--- src/rtl/vga_timing_pkg.sv ---
// Shared VGA raster types and standard mode constants.
package vga_timing_pkg;

  typedef enum logic [1:0] {
    ACTIVE,
    FRONT,
    SYNC,
    BACK
  } phase_t;

  localparam int   VGA640_H_VISIBLE = 640;
  localparam int   VGA640_H_FRONT   = 16;
  localparam int   VGA640_H_SYNC    = 96;
  localparam int   VGA640_H_BACK    = 48;
  localparam int   VGA640_V_VISIBLE = 480;
  localparam int   VGA640_V_FRONT   = 10;
  localparam int   VGA640_V_SYNC    = 2;
  localparam int   VGA640_V_BACK    = 33;
  localparam logic VGA640_H_POL     = 1'b0;
  localparam logic VGA640_V_POL     = 1'b0;

  localparam int   SVGA800_H_VISIBLE = 800;
  localparam int   SVGA800_H_FRONT   = 40;
  localparam int   SVGA800_H_SYNC    = 128;
  localparam int   SVGA800_H_BACK    = 88;
  localparam int   SVGA800_V_VISIBLE = 600;
  localparam int   SVGA800_V_FRONT   = 1;
  localparam int   SVGA800_V_SYNC    = 4;
  localparam int   SVGA800_V_BACK    = 23;
  localparam logic SVGA800_H_POL     = 1'b1;
  localparam logic SVGA800_V_POL     = 1'b1;

  function automatic int total(
    input int vis,
    input int front,
    input int sync,
    input int back
  );
    return vis + front + sync + back;
  endfunction

endpackage

--- src/rtl/vga_axis_counter.sv ---
// One raster axis: wrapping counter with phase decode and sync level.
module vga_axis_counter #(
  parameter int   VIS   = 640,
  parameter int   FRONT = 16,
  parameter int   SYNC  = 96,
  parameter int   BACK  = 48,
  parameter logic POL   = 1'b0,
  parameter int   CNT_W = 11
) (
  input  logic                   clk,
  input  logic                   reset,
  input  logic                   clr,
  input  logic                   ce,
  output logic [CNT_W-1:0]       cnt,
  output vga_timing_pkg::phase_t phase,
  output logic                   sync,
  output logic                   wrap
);

  localparam int TOTAL =
    vga_timing_pkg::total(VIS, FRONT, SYNC, BACK);

  localparam logic [CNT_W-1:0] LAST  = CNT_W'(TOTAL - 1);
  localparam logic [CNT_W-1:0] F_BEG = CNT_W'(VIS);
  localparam logic [CNT_W-1:0] S_BEG = CNT_W'(VIS + FRONT);
  localparam logic [CNT_W-1:0] B_BEG = CNT_W'(VIS + FRONT + SYNC);

  assign wrap = ce && (cnt == LAST);

  always_ff @(posedge clk or posedge reset) begin
    if (reset)     cnt <= '0;
    else if (clr)  cnt <= '0;
    else if (wrap) cnt <= '0;
    else if (ce)   cnt <= cnt + CNT_W'(1);
  end

  always_comb begin
    phase = vga_timing_pkg::BACK;
    unique case (1'b1)
      cnt < F_BEG:
        phase = vga_timing_pkg::ACTIVE;
      cnt >= F_BEG && cnt < S_BEG:
        phase = vga_timing_pkg::FRONT;
      cnt >= S_BEG && cnt < B_BEG:
        phase = vga_timing_pkg::SYNC;
      cnt >= B_BEG:
        phase = vga_timing_pkg::BACK;
    endcase
  end

  assign sync = (phase == vga_timing_pkg::SYNC) ? POL : ~POL;

endmodule

--- src/rtl/vga_timing_gen.sv ---
// VGA raster generator: lookahead fetch counters, then syncs and
// coordinates delayed to line up with the pixel returned by video RAM.
module vga_timing_gen
  import vga_timing_pkg::*;
#(
  parameter int   H_VISIBLE = VGA640_H_VISIBLE,
  parameter int   H_FRONT   = VGA640_H_FRONT,
  parameter int   H_SYNC    = VGA640_H_SYNC,
  parameter int   H_BACK    = VGA640_H_BACK,
  parameter int   V_VISIBLE = VGA640_V_VISIBLE,
  parameter int   V_FRONT   = VGA640_V_FRONT,
  parameter int   V_SYNC    = VGA640_V_SYNC,
  parameter int   V_BACK    = VGA640_V_BACK,
  parameter logic H_POL     = VGA640_H_POL,
  parameter logic V_POL     = VGA640_V_POL,
  parameter int   R_W       = 3,
  parameter int   G_W       = 3,
  parameter int   B_W       = 2,
  parameter int   LATENCY   = 2,
  parameter int   CNT_W     = 11
) (
  input  logic                     VGA_clk,
  input  logic                     reset,
  input  logic                     enable,
  input  logic                     mono_en,
  input  logic [R_W+G_W+B_W-1:0]   pix_rgb,
  output logic [CNT_W-1:0]         fetch_x,
  output logic [CNT_W-1:0]         fetch_y,
  output logic                     fetch_en,
  output logic                     Hsync,
  output logic                     Vsync,
  output logic [R_W-1:0]           R,
  output logic [G_W-1:0]           G,
  output logic [B_W-1:0]           B,
  output logic [CNT_W-1:0]         X_screen,
  output logic [CNT_W-1:0]         Y_screen,
  output logic                     line_start,
  output logic                     frame_start
);

  localparam int PIX_W = R_W + G_W + B_W;

  typedef struct packed {
    logic             hs;
    logic             vs;
    logic             vis;
    logic             ls;
    logic             fs;
    logic [CNT_W-1:0] x;
    logic [CNT_W-1:0] y;
  } tap_t;

  localparam tap_t IDLE = '{
    hs:  ~H_POL,
    vs:  ~V_POL,
    vis: 1'b0,
    ls:  1'b0,
    fs:  1'b0,
    x:   '0,
    y:   '0
  };

  phase_t h_phase;
  phase_t v_phase;
  logic   h_sync;
  logic   v_sync;
  logic   h_wrap;
  logic   unused_v_wrap;

  vga_axis_counter #(
    .VIS   (H_VISIBLE),
    .FRONT (H_FRONT),
    .SYNC  (H_SYNC),
    .BACK  (H_BACK),
    .POL   (H_POL),
    .CNT_W (CNT_W)
  ) u_h (
    .clk   (VGA_clk),
    .reset (reset),
    .clr   (~enable),
    .ce    (1'b1),
    .cnt   (fetch_x),
    .phase (h_phase),
    .sync  (h_sync),
    .wrap  (h_wrap)
  );

  vga_axis_counter #(
    .VIS   (V_VISIBLE),
    .FRONT (V_FRONT),
    .SYNC  (V_SYNC),
    .BACK  (V_BACK),
    .POL   (V_POL),
    .CNT_W (CNT_W)
  ) u_v (
    .clk   (VGA_clk),
    .reset (reset),
    .clr   (~enable),
    .ce    (h_wrap),
    .cnt   (fetch_y),
    .phase (v_phase),
    .sync  (v_sync),
    .wrap  (unused_v_wrap)
  );

  assign fetch_en = enable
                 && h_phase == ACTIVE
                 && v_phase == ACTIVE;

  tap_t tap;
  tap_t dly;

  assign tap = '{
    hs:  h_sync,
    vs:  v_sync,
    vis: fetch_en,
    ls:  fetch_x == '0,
    fs:  fetch_x == '0 && fetch_y == '0,
    x:   fetch_x,
    y:   fetch_y
  };

  // Matches the RAM read latency so dly pairs with pix_rgb.
  generate
    if (LATENCY == 0) begin : g_direct
      assign dly = tap;
    end else begin : g_pipe
      tap_t pipe [LATENCY];
      always_ff @(posedge VGA_clk or posedge reset) begin
        if (reset) begin
          for (int i = 0; i < LATENCY; i++)
            pipe[i] <= IDLE;
        end else begin
          pipe[0] <= enable ? tap : IDLE;
          for (int i = 1; i < LATENCY; i++)
            pipe[i] <= enable ? pipe[i-1] : IDLE;
        end
      end
      assign dly = pipe[LATENCY-1];
    end
  endgenerate

  tap_t             o_d;
  logic [PIX_W-1:0] rgb_d;
  logic [PIX_W-1:0] rgb_q;

  assign o_d = enable ? dly : IDLE;

  always_comb begin
    rgb_d = '0;
    if (o_d.vis)
      rgb_d = mono_en ? {PIX_W{pix_rgb[0]}} : pix_rgb;
  end

  always_ff @(posedge VGA_clk or posedge reset) begin
    if (reset) begin
      Hsync       <= IDLE.hs;
      Vsync       <= IDLE.vs;
      line_start  <= 1'b0;
      frame_start <= 1'b0;
      X_screen    <= '0;
      Y_screen    <= '0;
      rgb_q       <= '0;
    end else begin
      Hsync       <= o_d.hs;
      Vsync       <= o_d.vs;
      line_start  <= o_d.ls;
      frame_start <= o_d.fs;
      X_screen    <= o_d.x;
      Y_screen    <= o_d.y;
      rgb_q       <= rgb_d;
    end
  end

  assign {R, G, B} = rgb_q;

endmodule

--- config.mk ---
export PLATFORM = sky130hd
export DESIGN_NAME = vga_timing_gen
export DESIGN_NICKNAME = d
export VERILOG_FILES = /design/src/rtl/vga_timing_pkg.sv /design/src/rtl/vga_axis_counter.sv /design/src/rtl/vga_timing_gen.sv
export SDC_FILE = /design/constraint.sdc
export NUM_CORES = 1
export LEC_CHECK = 0
export CAP_MARGIN = 20
export CORE_UTILIZATION = 47
export DETAILED_ROUTE_END_ITERATION = 8
export GPL_TIMING_DRIVEN = 0
export PLACE_DENSITY = 0.84
export SLEW_MARGIN = 20
export SYNTH_ARGS = -nofsm -noshare
export SYNTH_HDL_FRONTEND = slang
export SYNTH_SLANG_ARGS = --single-unit
--- constraint.sdc ---
create_clock -name VGA_clk -period 3.6 [get_ports VGA_clk]
set_clock_uncertainty 0.1 [all_clocks]
set_input_delay 0.72 -clock VGA_clk [delete_from_list [all_inputs] [get_ports VGA_clk]]
set_output_delay 0.72 -clock VGA_clk [all_outputs]
set_load 0.1 [all_outputs]
Word-level counts from Yosys, hierarchy flattened

Cells that the tools add are included.

Flip-flop bits (word level): 110
Word-level logic and storage cells: 68

Add/subtract/negate cells: 2
Magnitude comparators: 12
Equality and inequality tests: 5
Multiplexer cells: 14
Reduce and logical (&&, ||, !) cells: 12

Operators with widths:

| kind                  | number |
|---|---|
| $mux 27               | 3 |
| $mux 11               | 5 |
| $ge 11x10->1 const B  | 3 |
| $ge 11x9->1 const B   | 3 |
| $lt 11x10->1 const B  | 3 |
| $lt 11x9->1 const B   | 3 |
| $add 11x1->11 const B | 2 |
| $eq 11x10->1 const B  | 2 |
| $logic_not 11->1      | 2 |
| $mux 8                | 2 |
| $pmux 2 s4            | 2 |
| $logic_and 1x1->1     | 8 |
| $eq 2x2->1 const B    | 2 |
| $logic_not 2->1       | 2 |
| $ne 3x1->1 const B    | 1 |
| $mux 1                | 2 |

Logic depth before layout (Yosys ltp)

Gate-level depths: netlist of run 1.

Depth after elaboration: 7
Gate-level depth with buffers: 6
Gate-level depth less buffers: 6

Modules after synthesis

From an unflattened synthesis of run 1, not the netlist that was laid out.

Cells, all modules: 350
Area total of the unflattened synthesis: 4265.3 um^2

By module, submodules not included:

| module                  | times used | cells an instance | area each (um^2) | sequential area each (um^2) |
|---|---|---|---|---|
| vga_timing_gen          | 1          | 205               | 2915.3           | 2209.6 |
| vga_axis_counter at u_v | 1          | 71                | 678.2            | 275.3 |
| vga_axis_counter at u_h | 1          | 74                | 671.9            | 275.3 |

Worst setup path before layout of run 1

OpenSTA, ideal clock, no wires.

Kind: register to output
From: register u_v.cnt[0]
To: output port fetch_en
Data arrival time: 4.986 ns
Data required time: 2.780 ns
Slack: -2.206 ns
Cell stages (with the launch flop): 7
Buffers on the path: 0
Cell sequence: dfrtp_1 > inv_1 > ha_1 > or3_1 > nand4b_1 > nor2_1 > nor4b_1

Cells in the longest elaborated chain, start to end: 5
Elaborated cells between the ends (all ways): 11

Ends and longest elaborated chain:

| item                                      | RTL line                                       | text |
|---|---|---|
| start: declaration                        | vga_axis_counter.sv:14                         | `output logic [CNT_W-1:0] cnt,` |
| start signal: assignment                  | vga_axis_counter.sv:34                         | `else if (ce) cnt <= cnt + CNT_W'(1);` |
| $ge 11x9->1, or another cell as far along | vga_axis_counter.sv:44                         | `cnt >= S_BEG && cnt < B_BEG:` |
| $logic_and 1x1->1 (on tied branches)      | vga_axis_counter.sv:44, vga_axis_counter.sv:42 |  |
| $pmux 2 s4 *                              | vga_axis_counter.sv:39                         | `unique case (1'b1)` |
| $logic_not 2->1 *                         | vga_timing_gen.sv:108                          | `&& v_phase == ACTIVE;` |
| $logic_and 1x1->1 *                       | vga_timing_gen.sv:108                          |  |
| end: declaration                          | vga_timing_gen.sv:29                           | `output logic fetch_en,` |

Mark *: on every way between the ends. The rest lies on a longest branch, timed or not.

Final worst setup path of run 1

From: input port enable
To: output port fetch_en

Cells in the longest elaborated chain, start to end: 2

Ends and longest elaborated chain:

| item               | RTL line              | text |
|---|---|---|
| start: declaration | vga_timing_gen.sv:24  | `input logic enable,` |
| $logic_and 1x1->1  | vga_timing_gen.sv:107 | `&& h_phase == ACTIVE` |
| $logic_and 1x1->1  | vga_timing_gen.sv:108 |  |

No other way between the ends.

==> results of run 1 <==
critical path, cell delays in order:
cell             delay, ns
clkdlybuf4s50_1       0.59
clkbuf_2              0.30
o211ai_1              0.21
nor4b_4               0.30
buf_2                 0.47
cell families after synthesis:
family          share of synthesized area
flops                               0.668
buf+inv                            0.0215
fa+ha+maj                          0.0151
xor+xnor                           0.0212
simple gates                        0.226
compound gates                     0.0487
metrics by stage:
step	utilization	cell area, um2
final	0.625	5240
after global routing	0.625	5240
after CTS	0.625	5240
after detailed placement	0.600	5030
after global placement	0.592	4960
after floorplan	-	4150
area by class of cell:
class | count | area [um2]
buffer | 13 | 60.1
clock inverter | 5 | 56.3
inverter | 8 | 33.8
sequential | 110 | 2760
timing repair buffer | 71 | 743
multi-input combinational | 203 | 1300
clock buffer | 11 | 151
tap | 105 | 131
fill | 642 | 3150
report_power, final:
part | internal (mW) | leakage, nW | switching, mW
Sequential | 1.25 | 1.50 | 0.00739
Combinational | 0.0451 | 0.782 | 0.113
Clock | 0.360 | 0.106 | 0.380
Total | 1.65 | 2.39 | 0.500
path summary, 6_finish.rpt:
kind | start | to | cells after the start
setup / recovery | enable | fetch_en | 5
hold / removal | dly[20] | X_screen[9] | 1
setup reg to reg | u_h.cnt[0] | u_v.cnt[8] | 5
hold reg to reg | dly[20] | X_screen[9] | 1
max in group asynchronous | reset | g_pipe.pipe[52] | 5
min in group asynchronous | reset | rgb_q[7] | 2
cells in the mapped netlist, types with 2 or more instances:
| master | instances |
|---|---|
| and2_1 | 70 |
| nand2_1 | 11 |
| nor2_1 | 21 |
| nor4_1 | 2 |
| or3_1 | 5 |
| o21ai_0 | 7 |
| nand3_1 | 5 |
| nor4b_1 | 4 |
| ha_1 | 5 |
| or4_1 | 4 |
| nand4_1 | 8 |
| buf_2 | 2 |
| clkbuf_1 | 10 |
| o31ai_1 | 4 |
| and3_1 | 4 |
| dfstp_2 | 6 |
| xnor2_1 | 5 |
| nor2b_1 | 2 |
| xor2_1 | 5 |
| and4_1 | 2 |
| nor3_1 | 3 |
| a21oi_1 | 15 |
| nand2b_1 | 12 |
| dfrtp_1 | 104 |
| inv_1 | 7 |
sequential cells by signal (all words and copies together), names as in the netlist, 8 cells and up:
register	cells
X_screen	11
Y_screen	11
dly	27
g_pipe.pipe	27
rgb_q	8
u_h.cnt	11
u_v.cnt	11
layer usage:
metal,vias to the layer above,GRT usage
li1,1274,-
met1,1254,0.213
met2,66,0.291
met3,16,0.0355
met4,0,0.0871
met5,-,0
==> out/results.txt, run 1 <==
status = complete, no violations
headroom to the max-slew limit = 0.337
Post-synth EDFFs = 0
# Max-Cap Violations = 0
ys flop type = dfrtp_1
Hold Slack = 0.356 ns
Data arrival, critical path = 2.60 ns
Yosys cell types = 36
Layout Nets = 433
worst setup margin = 0.182 ns
Yosys warnings = 0
I/O Pins = 69
Area Growth Syn to Fin = 26.7%
flip-flop and latch count after synthesis = 110
Avg Cell Area, Syn = 12.4 um2
commonest non-fill, non-tap cell in the layout = dfrtp_1
dominant cells by area after synthesis = dfrtp_1, and2_1, dfstp_2, nor2_1, a21oi_1
vias = 2,610
Synth area leader = dfrtp_1
Die H = 95.8 um
total power = 2.15 mW
placed instance count = 510
Starting Density = 0.493
DR DRC count = 0
vias in the first global route = 2,521
number of gates resized after cts = 5
row count = 33
critical path capture point type = primary output
layout cells sized above 1 = 0.0879
Final ANT Viol Nets = 0
Metal-1 WL = 2960 um
clk_lat worst skew = 0.36 ns
Worst VDD drop = 174 uV
final setup vio count = 0
clock buffer count from CTS = 9
Detailed Route Iter0 Violations = 86
Setup Crit Path Kind = in2out
Tightest Pin Transition = 0.992 ns
Clk pin slew, worst setup/hold paths = 0.09 ns
Netlist Area Pre-Place = 4130 um2
Finished Layout Cells = 526
CP max FO = 10
H-Tree Depth = 3
RePlAce Congestion = 0.845
routed wl met2 = 3630 um
total iterations of the first detailed-routing run = 4
startpoint types = input port
RSZ-0062 raised after global routing = false
DIE WIDTH = 95.8 um
Tmin final = 3.42 ns
Synth Instances = 334
most frequent cells in the layout = dfrtp_1, and2_1, clkdlybuf4s50_1, nor2_1, a21oi_1
dpl ws = -0.767 ns
Setup TNS = 0 ns
maximum clock rate = 293 MHz
antenna cells = 0
I/O Buffers = 68
CTS tree = built
Max Used Layer = met4
Tcrit/Tclk final = 0.949
Post-Syn Nets = 351
cts hold-fix bufs = 0
Hold WC Path Type = reg2reg
Setup Buffers After CTS = 0
Clock Path Buffers = 2
Async SR Flop Fraction = 1.00
largest net degree at the start of global routing = 32
CTS root buf = clkbuf_8
first-pass GRT wire length = 11,900 um
DP HPWL = 5180 um
Via density = 4.96
Total GRT Usage = 0.173
initial antenna violation count = 0
register-to-register path setup slack = 1.47 ns
WL per Instance = 13.5 um
Slew Viols, Final = 0
Crit path required time = 2.78 ns
Final Hold Fails = 0
drt total wl = 7090 um
core box area = 8380 um2
sequential area share after synthesis = 0.668
Leakage = 2.39 nW
DR WL met3 = 300 um
grt ovf = 0
CTS sink cnt = 110
post-synth top area share = 0.630
pwr/cell area = 411 nW/um2
die area = 9170 um2
(Power assumes the default switching activity.)
==> run 2: changes to the inputs <==
--- a/config.mk
+++ b/config.mk
@@ -6,10 +6,11 @@
 export NUM_CORES = 1
 export LEC_CHECK = 0
 export CAP_MARGIN = 20
-export CORE_UTILIZATION = 47
+export CORE_UTILIZATION = 52
+export CTS_BUF_LIST = sky130_fd_sc_hd__clkbuf_16
 export DETAILED_ROUTE_END_ITERATION = 8
 export GPL_TIMING_DRIVEN = 0
-export PLACE_DENSITY = 0.84
+export PLACE_DENSITY = 0.87
 export SLEW_MARGIN = 20
 export SYNTH_ARGS = -nofsm -noshare
 export SYNTH_HDL_FRONTEND = slang
==> constraint.sdc (replaced) <==
create_clock -name VGA_clk -period 3.2 [get_ports VGA_clk]
set_clock_uncertainty 0.1 [all_clocks]
set_input_delay 0.64 -clock VGA_clk [delete_from_list [all_inputs] [get_ports VGA_clk]]
set_output_delay 0.64 -clock VGA_clk [all_outputs]
set_load 0.1 [all_outputs]
==> run 2 against run 1 <==
  * Wire length grew 9.5%
  * Flip-flop and latch count is the same
  * Cell count shrank 0.57%
  * First-iteration DRC count grew 62%
  * Hold slack lost 0.0078 ns
  * Critical path depth is the same
  * Via count grew 3.4%
  * Die area shrank 9.4%
  * Global-route usage grew 3.3 points
  * Worst setup slack lost 0.040 ns
  * Critical path type unchanged
==> out/results.txt, run 2 (synthesized netlist as in run 1, its figures left out) <==
fin area = 5340 um2 (+2.1%)
Internal = 2.14 mW (+30%)
first-pass GRT wire length = 13,200 um (+11%)
final setup vio count = 0 (unchanged)
Final ANT Viol Nets = 0 (unchanged)
vias in the first global route = 2,698 (+7.0%)
Die H = 91.2 um (-4.8%)
total iterations of the first detailed-routing run = 4 (unchanged)
maximum clock rate = 327 MHz
Slew Viols, Final = 0 (unchanged)
CP max FO = 10 (unchanged)
drt total wl = 7760 um (+9.5%)
CTS root buf = clkbuf_16
Hold WC Path Type = reg2reg
Tcrit/Tclk final = 0.955
most frequent cells in the layout = dfrtp_1, and2_1, clkdlybuf4s50_1, nor2_1, a21oi_1
Tightest Pin Transition = 0.993 ns (+0.00194 ns)
dpl ws = -0.975 ns (-0.208 ns)
Area after DPL = 5020 um2 (-0.20%)
Leakage = 2.44 nW (+2.2%)
WL per Instance = 14.8 um (+10%)
DP HPWL = 5060 um (-2.2%)
Seq pwr share = 0.511 (-0.072)
Total GRT Usage = 0.206 (+0.0330)
antenna cells = 0 (unchanged)
Detailed Route Iter0 Violations = 139 (+62%)
clk_lat worst skew = 0.34 ns (-0.02 ns)
total power = 2.77 mW (+29%)
Setup TNS = 0 ns (unchanged)
RSZ-0062 raised after global routing = false
core box area = 7690 um2 (-8.3%)
clock buffer count from CTS = 9 (unchanged)
H-Tree Depth = 3 (unchanged)
commonest non-fill, non-tap cell in the layout = dfrtp_1
P_sw = 624 uW (+25%)
Comb power frac = 0.065 (-0.008)
Layout Nets = 433 (unchanged)
Setup Crit Path Kind = in2out
placed instance count = 507 (-0.59%)
share of total power in the clock network = 0.424 (+0.081)
# Max-Cap Violations = 0 (unchanged)
Area Growth Syn to Fin = 29.3%
largest net degree at the start of global routing = 37 (+16%)
Starting Density = 0.538 (+0.0445)
Worst VDD drop = 298 uV (+72%)
Clk pin slew, worst setup/hold paths = 0.07 ns (-0.02 ns)
DR DRC count = 0 (unchanged)
critical path capture point type = primary output
headroom to the max-slew limit = 0.336 (-0.00129)
switch share = 0.225 (-0.00697)
grt ovf = 0 (unchanged)
Tmin final = 3.06 ns
die area = 8310 um2 (-9.4%)
Finished Layout Cells = 523 (-0.57%)
Layout Utilization = 0.695 (+0.0706)
worst setup margin = 0.143 ns (-0.0395 ns)
CTS tree = built
I/O Pins = 69 (unchanged)
status = complete, no violations
layout cells sized above 1 = 0.0879 (unchanged)
Clock Path Buffers = 2 (unchanged)
initial antenna violation count = 0 (unchanged)
startpoint types = input port
Crit path required time = 2.46 ns (-0.32 ns)
vias = 2,698 (+3.4%)
Data arrival, critical path = 2.32 ns (-0.28 ns)
Via density = 5.16 (+4.0%)
CTS sink cnt = 110 (unchanged)
RePlAce Congestion = 0.838 (-0.88%)
Final Hold Fails = 0 (unchanged)
I/O Buffers = 68 (unchanged)
Hold Slack = 0.348 ns (-0.00784 ns)
pwr/cell area = 518 nW/um2 (+26%)
DIE WIDTH = 91.2 um (-4.8%)
row count = 32 (-3.0%)
-- run 2: timing repair --
| item | 4_1_cts | 5_1_grt |
|---|---|---|
| cloned | 0 | 0 |
| gates resized for setup | 7 | 1 |
| endpoints found under the setup margin | 1 | 1 |
| setup buffers | 0 | 0 |
| hold buffers | 0 | 0 |
-- run 2: critical path, stage by stage --
cell and delay, ns:
clkdlybuf4s50_1 0.59, clkbuf_2 0.30, o211ai_1 0.22, nor4b_4 0.30, buf_6 0.27
-- run 2: per-layer routing --
layer	vias to the layer above	part of all wire	track usage
li1	1271	-	-
met1	1315	0.42	0.262
met2	95	0.52	0.350
met3	17	0.041	0.0293
met4	0	0.026	0.101
met5	-	0	0
-- run 2: final timing paths --
| check | startpoint | to | slack (ns) | cells past startpoint |
|---|---|---|---|---|
| max | enable | fetch_en | 0.14 | 5 |
| min | dly[6] | Y_screen[6] | 0.35 | 1 |
| max reg2reg | u_h.cnt[0] | u_v.cnt[8] | 1.02 | 5 |
| min reg2reg | dly[6] | Y_screen[6] | 0.35 | 1 |
| max in group asynchronous | reset | g_pipe.pipe[52] | 1.69 | 4 |
| min in group asynchronous | reset | dly[19] | 0.55 | 2 |
-- run 2: power by group through the flow --
stage | Clock [mW] | Combinational, mW | Sequential, mW
after floorplan | 0 | 0.0640 | 1.49
after global placement | 0 | 0.167 | 1.44
after detailed placement | 0 | 0.180 | 1.44
after CTS | 1.19 | 0.183 | 1.41
after global routing | 1.24 | 0.196 | 1.42
final | 1.17 | 0.181 | 1.41
-- run 2: layout make-up --
cell class / count / area [um2]
buffer: 13 / 60.1
multi-input combinational: 203 / 1300
fill: 547 / 2340
clock buffer: 9 / 225
timing repair buffer: 71 / 742
tap: 102 / 128
sequential: 110 / 2760
clock inverter: 7 / 95.1
inverter: 8 / 33.8
==> run 3: changes to the inputs <==
--- a/config.mk
+++ b/config.mk
@@ -5,7 +5,7 @@
 export SDC_FILE = /design/constraint.sdc
 export NUM_CORES = 1
 export LEC_CHECK = 0
-export CAP_MARGIN = 20
+export CAP_MARGIN = 40
 export CORE_UTILIZATION = 52
 export CTS_BUF_LIST = sky130_fd_sc_hd__clkbuf_16
 export DETAILED_ROUTE_END_ITERATION = 8
==> run 3 against run 2 <==
  * Total power down 1.9%
  * Worst setup slack better by 0.079 ns
  * Flip-flop and latch count unchanged
  * Fmax up 2.6%
  * Largest cell class unchanged
  * Wire length up 47%
  * Critical endpoint unchanged
  * Final area up 16%
  * Sequential power about the same
  * Register-to-register slack worse by 0.02 ns
  * Non-clock buffer count up 56
  * Global-route usage up 9.0 points
  * Cell count up 11%
  * Hold slack worse by 0.0036 ns
==> out/results.txt, run 3 (synthesized netlist as in run 1, its figures left out) <==
status = complete, no violations
row count = 32 (unchanged)
I/O Buffers = 68 (unchanged)
Slew Viols, Final = 0 (unchanged)
RePlAce Congestion = 0.838 (unchanged)
Internal = 2.02 mW (-5.9%)
die area = 8310 um2 (unchanged)
Die H = 91.2 um (unchanged)
headroom to the max-slew limit = 0.619 (+0.284)
Data arrival, critical path = 2.24 ns (-0.08 ns)
Detailed Route Iter0 Violations = 213 (+53%)
largest net degree at the start of global routing = 37 (unchanged)
total iterations of the first detailed-routing run = 5 (+1)
RSZ-0062 raised after global routing = false
P_sw = 696 uW (+12%)
WL per Instance = 19.7 um (+32%)
placed instance count = 564 (+11%)
commonest non-fill, non-tap cell in the layout = dfrtp_1
pwr/cell area = 440 nW/um2 (-15%)
CP max FO = 4 (-6)
drt total wl = 11,400 um (+47%)
core box area = 7690 um2 (unchanged)
vias in the first global route = 3,344 (+24%)
Finished Layout Cells = 579 (+11%)
Comb power frac = 0.080 (+0.015)
initial antenna violation count = 0 (unchanged)
Seq pwr share = 0.521 (+0.010)
# Max-Cap Violations = 0 (unchanged)
Via density = 5.40 (+4.6%)
most frequent cells in the layout = dfrtp_1, and2_1, clkdlybuf4s50_1, buf_8, nor2_1
Worst VDD drop = 307 uV (+3.1%)
Setup Crit Path Kind = reg2out
total power = 2.71 mW (-1.9%)
DIE WIDTH = 91.2 um (unchanged)
layout cells sized above 1 = 0.197 (+0.109)
CTS root buf = clkbuf_16
vias = 3,125 (+16%)
Clk pin slew, worst setup/hold paths = 0.09 ns (+0.02 ns)
final setup vio count = 0 (unchanged)
Clock Path Buffers = 2 (unchanged)
clock buffer count from CTS = 9 (unchanged)
Tcrit/Tclk final = 0.931 (-0.0246)
hold_sp = g_pipe.pipe[41]
DR DRC count = 0 (unchanged)
Crit path required time = 2.46 ns (about the same)
Area Growth Syn to Fin = 49.4%
fillers = 386 (-29%)
Final ANT Viol Nets = 0 (unchanged)
Layout Nets = 489 (+13%)
cts hold-fix bufs = 0 (unchanged)
I/O Pins = 69 (unchanged)
grt ovf = 0 (unchanged)
startpoint types = flop
Tightest Pin Transition = 0.571 ns (-0.422 ns)
Starting Density = 0.538 (unchanged)
DP HPWL = 6580 um (+30%)
CTS sink cnt = 110 (unchanged)
antenna cells = 0 (unchanged)
Hold WC Path Type = reg2reg
critical path capture point type = primary output
Final Hold Fails = 0 (unchanged)
share of total power in the clock network = 0.398 (-0.026)
r2r startpoint = u_v.cnt[4]
first-pass GRT wire length = 18,300 um (+38%)
CTS tree = built
Leakage = 2.84 nW (+16%)
Critical Path Start = u_v.cnt[0]
maximum clock rate = 336 MHz (+2.6%)
clk_lat worst skew = 0.35 ns (about the same)
switch share = 0.256 (+0.0312)
Total GRT Usage = 0.296 (+0.0898)
H-Tree Depth = 3 (unchanged)
Tmin final = 2.98 ns (-0.0787 ns)
run 3: power by group through the flow:
stage	Combinational (mW)	Sequential [mW]	Clock (mW)
2_1_floorplan	0.0640	1.49	0
3_3_place_gp	0.167	1.44	0
3_5_place_dp	0.211	1.44	0
4_1_cts	0.219	1.42	1.08
5_1_grt	0.230	1.42	1.13
6_report	0.217	1.42	1.08
run 3: stage by stage:
stage	hold slack, ns	worst slack (ns)	cell area (um2)	util	TNS [ns]
floorplan	0.334	-0.270	4150	-	-0.270
global placement	0.337	-0.945	4960	0.645	-0.945
detailed placement	0.341	-0.565	5890	0.766	-0.565
CTS	0.353	0.285	6170	0.803	0
global route	0.374	0.192	6170	0.803	0
finish	0.345	0.221	6170	0.803	0
run 3: final timing paths:
path | to | slack [ns] | cells after the start
setup / recovery | fetch_en | 0.22 | 7
hold / removal | dly[14] | 0.34 | 1
setup reg to reg | u_v.cnt[8] | 1.00 | 5
hold reg to reg | dly[14] | 0.34 | 1
max in group asynchronous | g_pipe.pipe[52] | 1.64 | 4
min in group asynchronous | X_screen[4] | 0.56 | 2
run 3: worst max-delay path, stage by stage (launching register included):
cell and delay (ns):
dfrtp_2 0.39, inv_1 0.10, ha_1 0.21, or3_1 0.32, nand4b_1 0.14, nor2_1 0.13, nor4b_4 0.37, buf_12 0.22
run 3: area by class of cell:
cell class,count,area [um2],share of cell area
Tap cell,102,128,0.0207
Clock buffer,9,225,0.0365
Timing Repair Buffer,127,1600,0.260
Sequential cell,110,2760,0.447
Clock inverter,7,55.1,0.00892
Buffer,13,68.8,0.0111
Inverter,8,33.8,0.00547
Multi-Input combinational cell,203,1300,0.210
run 3: what timing repair did:
action	CTS	global route
endpoints found under the hold margin	0	0
endpoints found under the setup margin	1	0
buffers inserted	0	0
resized for setup	5	0
run 3: metal layers:
layer	track usage	share of wire
met1	0.361	0.37
met5	0	0
met4	0.134	0.033
met3	0.0276	0.050
met2	0.534	0.54
